$ cat config.mk
export PLATFORM = sky130hd
export DESIGN_NAME = vault_ram_ctrl
export DESIGN_NICKNAME = d
export VERILOG_FILES = /design/src/rtl/vault_ram_ctrl.sv
export SDC_FILE = /design/constraint.sdc
export NUM_CORES = 1
export LEC_CHECK = 0
export ABC_AREA = 1
export BUFFER_PORTS_ARGS = -buffer_cell sky130_fd_sc_hd__buf_2
export CAP_MARGIN = 20
export CORE_AREA = 10 10 405 407
export CTS_CLUSTER_SIZE = 8
export DETAILED_ROUTE_END_ITERATION = 16
export DIE_AREA = 0 0 415 417
export PLACE_DENSITY_LB_ADDON = 0.08
export SLEW_MARGIN = 20
export SYNTH_ARGS = -nofsm -noshare
export SYNTH_HDL_FRONTEND = slang
export SYNTH_SLANG_ARGS = --single-unit
export TNS_END_PERCENT = 30
$ cat constraint.sdc
create_clock -name clk -period 4.8 [get_ports clk]
set_input_delay 0.72 -clock clk [delete_from_list [all_inputs] [get_ports clk]]
set_output_delay 0.72 -clock clk [all_outputs]
set_load 0.1 [all_outputs]
$ cat src/rtl/vault_ram_ctrl.sv
// rtl/vault_ram_ctrl.sv - arbiter and sequencer for the 16x256 password storage RAM
// Owns occupancy; the RAM port is shared by store, lookup and wipe with wipe > store > lookup.
module vault_ram_ctrl #(
  parameter int DW    = 256,
  parameter int AW    = 4,
  parameter int DEPTH = 16
) (
  input  logic          clk,
  input  logic          rst,
  input  logic          st_valid,
  input  logic [DW-1:0] st_data,
  output logic          st_ready,
  output logic [AW-1:0] st_slot,
  input  logic          rq_valid,
  input  logic [AW-1:0] rq_idx,
  output logic          rq_ready,
  output logic          rsp_valid,
  output logic [DW-1:0] rsp_data,
  output logic          rsp_err,
  input  logic          wipe_req,
  output logic          wipe_busy,
  output logic [AW:0]   count,
  output logic          full,
  output logic          empty,
  output logic [DW-1:0] ram_data,
  output logic [AW-1:0] ram_addr,
  output logic          ram_we,
  input  logic [DW-1:0] ram_q
);

  typedef enum logic [1:0] {IDLE, WR, RD, WIPE} state_t;

  state_t        state_q, state_d;
  logic [AW:0]   count_q, count_d;
  logic [AW-1:0] wcnt_q, wcnt_d;
  logic [AW-1:0] slot_q, slot_d;
  logic [AW-1:0] idx_q, idx_d;
  logic [DW-1:0] data_q, data_d;
  logic [DW-1:0] rsp_data_q, rsp_data_d;
  logic          rsp_valid_q, rsp_valid_d;
  logic          rsp_err_q, rsp_err_d;
  logic          st_fire, rq_fire, rd_err, wipe_last;

  assign full      = (count_q == (AW+1)'(DEPTH));
  assign empty     = (count_q == '0);
  assign count     = count_q;
  assign st_slot   = count_q[AW-1:0];
  assign rsp_valid = rsp_valid_q;
  assign rsp_data  = rsp_data_q;
  assign rsp_err   = rsp_err_q;
  assign st_fire   = st_valid & st_ready;
  assign rq_fire   = rq_valid & rq_ready;
  // count already reflects any store that finished in the previous cycle
  assign rd_err    = ({1'b0, idx_q} >= count_q);
  assign wipe_last = (wcnt_q == AW'(DEPTH - 1));

  always_ff @(posedge clk) begin
    if (!rst) begin
      state_q     <= IDLE;
      count_q     <= '0;
      wcnt_q      <= '0;
      slot_q      <= '0;
      idx_q       <= '0;
      data_q      <= '0;
      rsp_data_q  <= '0;
      rsp_valid_q <= 1'b0;
      rsp_err_q   <= 1'b0;
    end else begin
      state_q     <= state_d;
      count_q     <= count_d;
      wcnt_q      <= wcnt_d;
      slot_q      <= slot_d;
      idx_q       <= idx_d;
      data_q      <= data_d;
      rsp_data_q  <= rsp_data_d;
      rsp_valid_q <= rsp_valid_d;
      rsp_err_q   <= rsp_err_d;
    end
  end

  always_comb begin
    state_d = state_q;
    case (state_q)
      IDLE: begin
        if (wipe_req)             state_d = WIPE;
        else if (st_valid && !full) state_d = WR;
        else if (rq_valid)        state_d = RD;
      end
      WR:      state_d = IDLE;
      RD:      state_d = IDLE;
      WIPE:    if (wipe_last) state_d = IDLE;
      default: state_d = IDLE;
    endcase
  end

  always_comb begin
    count_d     = count_q;
    wcnt_d      = wcnt_q;
    slot_d      = slot_q;
    idx_d       = idx_q;
    data_d      = data_q;
    rsp_data_d  = rsp_data_q;
    rsp_err_d   = rsp_err_q;
    rsp_valid_d = (state_q == RD);
    if (st_fire) begin
      data_d = st_data;
      slot_d = count_q[AW-1:0];
    end
    if (rq_fire) idx_d = rq_idx;
    case (state_q)
      WR: count_d = count_q + (AW+1)'(1);
      RD: begin
        rsp_err_d  = rd_err;
        rsp_data_d = rd_err ? '0 : ram_q;
      end
      WIPE: begin
        wcnt_d = wcnt_q + AW'(1);
        if (wipe_last) begin
          wcnt_d  = '0;
          count_d = '0;
        end
      end
      default: ;
    endcase
  end

  always_comb begin
    st_ready  = 1'b0;
    rq_ready  = 1'b0;
    wipe_busy = 1'b0;
    ram_we    = 1'b0;
    ram_addr  = '0;
    ram_data  = '0;
    case (state_q)
      IDLE: begin
        st_ready = !wipe_req && !full;
        rq_ready = !wipe_req && !(st_valid && !full);
      end
      WR: begin
        ram_we   = 1'b1;
        ram_addr = slot_q;
        ram_data = data_q;
      end
      RD: ram_addr = idx_q;
      WIPE: begin
        wipe_busy = 1'b1;
        ram_we    = 1'b1;
        ram_addr  = wcnt_q;
      end
      default: ;
    endcase
  end

endmodule

==> run summary, run 1 <==
Fill cells - 18100
Final Hold Viols - 0
Worst-path clk slew - 0.05 ns
Final WL - 132000 um
Worst Hold Class - primary input to flop
Slowest CP cell - buf_4
CP most frequent cell - nor2_1
Share of flip-flops with an asynchronous set or reset - 0%
Tot Pwr - 0.0132 W
Clk buf depth - 3
Slew of the pin with the lowest slew margin - 1.12 ns
IR drop worst, VDD - 0.229 mV
Max cap viols - 0
Pre-CTS setup slack - 1.35 ns
Post-route cell area - 32900 um^2
CTS tree - done
Syn Inst Count - 3527
CTS root buffer - clkbuf_16
Yosys reg bits - 533
Pleak - 15.7 nW
DRC viols - 0
Maximum clock frequency - 247 MHz
Clk sinks - 533
Reg power frac - 36.8%
Internal - 0.00836 W
Dpl hpwl - 94800 um
Post-Synth XOR/XNOR Area - 0%
Core area - 156000 um^2
Crit Path Class - flop to output pin
PortBufs - 1053
CTS hold repair buffers - 0
Vias/cell - 3.94
Layout cells sized above 1 - 27.0%
CP cell instances - inv_1 -> nor2_1 -> inv_8 -> buf_4 -> nor2_1 -> buf_2
Largest family of logic cells by synthesized area - simple AND/OR/NAND/NOR gates
Worst-Skew Late Latency - 0.65 ns
Simple-Gate Fraction of Synth Area - 28.6%
Syn_area_per_cell - 6.73 um^2
Worst Slack Setup Final - 0.753 ns
Vias in the first global route - 25700
Reg2Reg Depth - 10
Comb power frac - 23.1%
Postcts setup bufs - 0
Outcome - finished, final reports clean
Synth warn - 0
Die ar. - 173000 um^2
Startpoint types - flop
RSZ-0062 raised after global routing - false
Dominant synthesized flop cell - dfxtp_1
CP max FO - 133
Area grow syn2layout - 38.6%
Cell variety after synth - 28
Syn nets - 4055
Largest net degree at the start of global routing - 154
Total track usage - 14.3%
Initial antenna violation count - 88
Critical Path AT - 3.33 ns
Crit end category - output pin
Post-DRT Antenna Nets - 0
Pwr dens - 400 nW/um^2
Htree depth - 3
CTS Buf Count - 80
Height of the chip - 417 um
Initial Utilization - 15.2%
Sequential area share after synthesis - 45.0%
Clock share of power - 40.1%
PostCTS Resize Cnt - 0
Vias - 25700
Clk_skew - 0.0183 ns
Nets - 4938
Period Utilization, post-route - 84.3%
Final setup viols - 0
WHS Path Cells - 3
Routability cong. - 0.768
Switch Pwr - 0.00480 W
Wire length per cell - 20.2 um
Initial DRC Count - 1508
Die outline width - 415 um
Final worst path period need - 4.05 ns
CP Data Required Time - 4.08 ns
Cell area after placement - 30700 um^2
Io pins - 1054
Max-slew violations - 0
Post-synth EDFFs - 0
Gr ovfl total - 0
Slowest stage delay, CP - 0.50 ns
Row count - 145
First-pass GRT wire length - 187000 um
Final hold slack - 0.293 ns
Synthesized area - 23700 um^2
Mux share of post-synthesis cell area - 0%
Detailed Routing Iterations Pass 1 - 5
Synth Area in Compound Gates - 11.5%
Worst relative slew slack - 25.3%
Adder-Cell Fraction of Synth Area - 0.369%
Switching share of total power - 36.5%
TNS Setup - 0 ns
## final cells by class
class                           count  area [um^2]  share of cell area (%)
Antenna cell                       23         57.6                   0.175
Clock buffer                       98         2110                    6.41
Clock inverter                      7         62.6                   0.190
Inverter                          541         2050                    6.22
Multi-Input combinational cell   2163         9620                    29.2
Sequential cell                   533        10700                    32.4
Tap cell                         2058         2570                    7.83
Timing Repair Buffer             1091         5760                    17.5
## cells by family (layout without fill, tap and decap cells)
group                    after synthesis  in the layout
flip-flops                           533            533
AND/OR/NAND/NOR                     1614           1614
buffers and inverters                831           1737
AO/OA/AOI/OAI                        542            542
other                                  0             23
adder cells (fa/ha/maj)                7              7
## metal layers
metal  vias up  track usage, %  part of all wire, %
met4        58            5.87                  3.6
li1      12700               -                    -
met3       289            4.30                  6.4
met5         -               0                 0.27
met1     11800            15.8                   39
met2       760            25.4                   50
## through the flow
stage | std cells | utilization [%]
finish | 6514 | 21.1
global route | 6507 | 21.1
CTS | 6491 | 21.1
detailed placement | 6386 | 19.7
global placement | 6386 | 19.7
floorplan | 3527 | -
## cells in the final DEF (no fill, tap or decap), types with 9 or more instances in the layout
cell type,instances
nand2_1,291
a21oi_1,269
nand3_1,9
buf_2,1052
inv_1,537
diode_2,23
dfxtp_1,533
nand4_1,256
clkbuf_16,80
buf_4,22
o21ai_1,63
nor2_1,1048
o21ai_0,205
buf_12,16
clkbuf_1,14
## worst max-delay path: cells and delay by family (launching register included)
kind	cells	cell delay (ns)
AND/OR/NAND/NOR	2	0.72
buffers and inverters	4	1.49
flip-flops	1	0.38
## path summary, 6_finish.rpt
check	startpoint	slack, ns	end
worst max-delay path	state_q[0]	0.75	ram_data[94]
worst min-delay path	st_data[188]	0.29	data_q[188]
worst max register to register	count[0]	2.02	data_q[199]
worst min register to register	rsp_data[208]	0.46	rsp_data[208]
## flip-flops by register name, indices dropped and copies added (netlist names)
register   flops
data_q       256
wcnt_q         4
idx_q          4
rsp_data     256
rsp_valid      1
state_q        2
rsp_err        1
slot_q         4
count          5
## power groups by stage
stage | combinational [W] | clock (W) | sequential (W)
after floorplan | 0.00166 | 0 | 0.00544
after global placement | 0.00312 | 0 | 0.00493
after detailed placement | 0.00310 | 0 | 0.00493
after CTS | 0.00311 | 0.00557 | 0.00484
after global routing | 0.00329 | 0.00569 | 0.00487
final | 0.00304 | 0.00528 | 0.00484
## Yosys cell counts (5+ instances only)
library cell / instances / share of area [%]
a21oi_1: 269 / 5.7
buf_6: 5 / 0.24
clkbuf_1: 95 / 1.5
buf_4: 23 / 0.73
buf_2: 144 / 3.0
nand3_1: 9 / 0.19
inv_1: 538 / 8.5
nor2_1: 1048 / 17
buf_1: 11 / 0.17
ha_1: 7 / 0.37
dfxtp_1: 533 / 45
o21ai_1: 63 / 1.3
clkbuf_2: 10 / 0.21
o21ai_0: 205 / 4.3
nand2_1: 294 / 4.6
nand4_1: 256 / 6.7
Power figures use the tool's default switching activity.
==> inputs of run 2 (changes only) <==
Settings changed: CORE_AREA 10 10 405 407 to 10 10 400 402, DIE_AREA 0 0 415 417 to 0 0 410 412.
Clock period 4.8 ns to 3.6 ns, I/O delays scaled along.
==> run summary, run 2 (synthesized netlist as in run 1, its figures left out) <==
Largest net degree at the start of global routing - 217
Pwr dens - 505 nW/um^2
Vias - 26200
Family with the most delay on the worst path - buffers and inverters
Clk buf depth - 3
Final worst path period need - 3.37 ns
TNS Setup - 0 ns
Post-route cell area - 35800 um^2
Tot Pwr - 0.0181 W
Crit end category - output pin
Final Core Density - 23.6%
CP cell instances - inv_1 -> nor2_2 -> inv_8 -> buf_16 -> nor2_1 -> buf_12
Slowest stage delay, CP - 0.38 ns
CTS Buf Count - 80
Vias/cell - 4.03
Beginning of the critical path - state_q[0]
Fill cells - 17400
Period Utilization, post-route - 93.6%
Detailed Routing Iterations Pass 1 - 5
IR drop worst, VDD - 0.293 mV
Height of the chip - 412 um
Vias in the first global route - 26000
Die ar. - 169000 um^2
Worst-path clk slew - 0.06 ns
Crit Path Class - flop to output pin
Total track usage - 16.2%
Wire length per cell - 22.4 um
Routability cong. - 0.839
Core area - 152000 um^2
Clk_skew - 0.0273 ns
Final Hold Viols - 0
DRC viols - 0
Die outline width - 410 um
Stages on the worst setup path - 6
Slowest CP cell - dfxtp_1
Clk sinks - 533
Commonest non-fill, non-tap cell in the layout - nor2_1
RSZ-0062 raised after global routing - false
Worst Hold Launch - st_data[42]
PortBufs - 1053
R2R Path Start - count[2]
Critical Path AT - 2.83 ns
Maximum clock frequency - 297 MHz
Layout cells sized above 1 - 27.5%
Worst Hold Class - primary input to flop
CTS root buffer - clkbuf_16
CTS hold repair buffers - 0
Io pins - 1054
Post-DRT Antenna Nets - 0
WHS Path Cells - 3
Htree depth - 3
Gr ovfl total - 0
Outcome - finished, final reports clean
CTS tree - done
Slew of the pin with the lowest slew margin - 1.15 ns
Area grow syn2layout - 50.7%
Pleak - 16.3 nW
Dpl hpwl - 108000 um
CP bufs+invs - 4
Max cap viols - 0
Final WL - 146000 um
Most frequent cells in the layout - nor2_1 (1036), buf_2 (881), inv_1 (537)
Final setup viols - 0
CP max FO - 105
Nets - 4950
Worst-Skew Late Latency - 0.66 ns
Worst relative slew slack - 23.2%
Initial DRC Count - 1579
First-pass GRT wire length - 200000 um
Max-slew violations - 0
CP Data Required Time - 3.06 ns
Cell area after placement - 33300 um^2
Startpoint types - flop
Postcts setup bufs - 0
Row count - 143
Initial Utilization - 15.7%
Initial antenna violation count - 120
Reg2Reg Depth - 9
-- run 2: changes by cell type in the layout (fill, tap and decap cells not counted), sizes merged --
| cell | change |
|---|---|
| buf | +9 |
| clkbuf | +5 |
| diode | +4 |
| clkinv | +3 |
| clkinvlp | -1 |
| inv | -1 |
-- run 2: power breakdown --
part / switching [W] / total, W / internal, W
registers: 0.000187 / 0.00646 / 0.00627
logic: 0.00339 / 0.00441 / 0.00102
clock network: 0.00300 / 0.00720 / 0.00420
total: 0.00658 / 0.0181 / 0.0115
-- run 2: what timing repair did --
action / CTS / global route
gates resized for setup: 2 / 12
setup endpoints to repair: 159 / 117
gates cloned: 0 / 2
-- run 2: through the flow --
step	hold WS (ns)	instances	setup slack, ns
floorplan	0.461	3527	0.341
global placement	0.450	6368	0.610
detailed placement	0.452	6368	0.607
CTS	0.0163	6476	0.0267
global route	0.0441	6496	0.0484
finish	0.0944	6505	0.231
-- run 2: final timing paths --
kind / to / slack, ns
setup / recovery: ram_data[143] / 0.23
hold / removal: data_q[42] / 0.09
setup reg to reg: rsp_data[26] / 0.94
hold reg to reg: rsp_data[110] / 0.46
-- run 2: worst min-delay path, stage by stage --
cell	delay, ns
buf_2	0.07
nor2_1	0.03
nor2_1	0.08
-- run 2: cell type report --
| cell class | instances | area [um^2] | share of cell area (%) |
|---|---|---|---|
| clock buffer | 100 | 2180 | 6.10 |
| multi-input combinational | 2163 | 9650 | 27.0 |
| timing repair buffer | 1103 | 8510 | 23.8 |
| sequential | 533 | 10700 | 29.8 |
| antenna | 27 | 67.6 | 0.189 |
| clock inverter | 8 | 95.1 | 0.266 |
| tap | 2030 | 2540 | 7.10 |
| inverter | 541 | 2050 | 5.72 |
-- run 2: metal layers --
layer	wire length [um]	part of all wire [%]	vias up	global-route usage, %
li1	-	-	12800	-
met1	60200	41	12100	19.2
met2	65700	45	905	25.3
met3	13600	9.3	324	7.12
met4	5460	3.8	100	6.91
met5	631	0.43	-	0
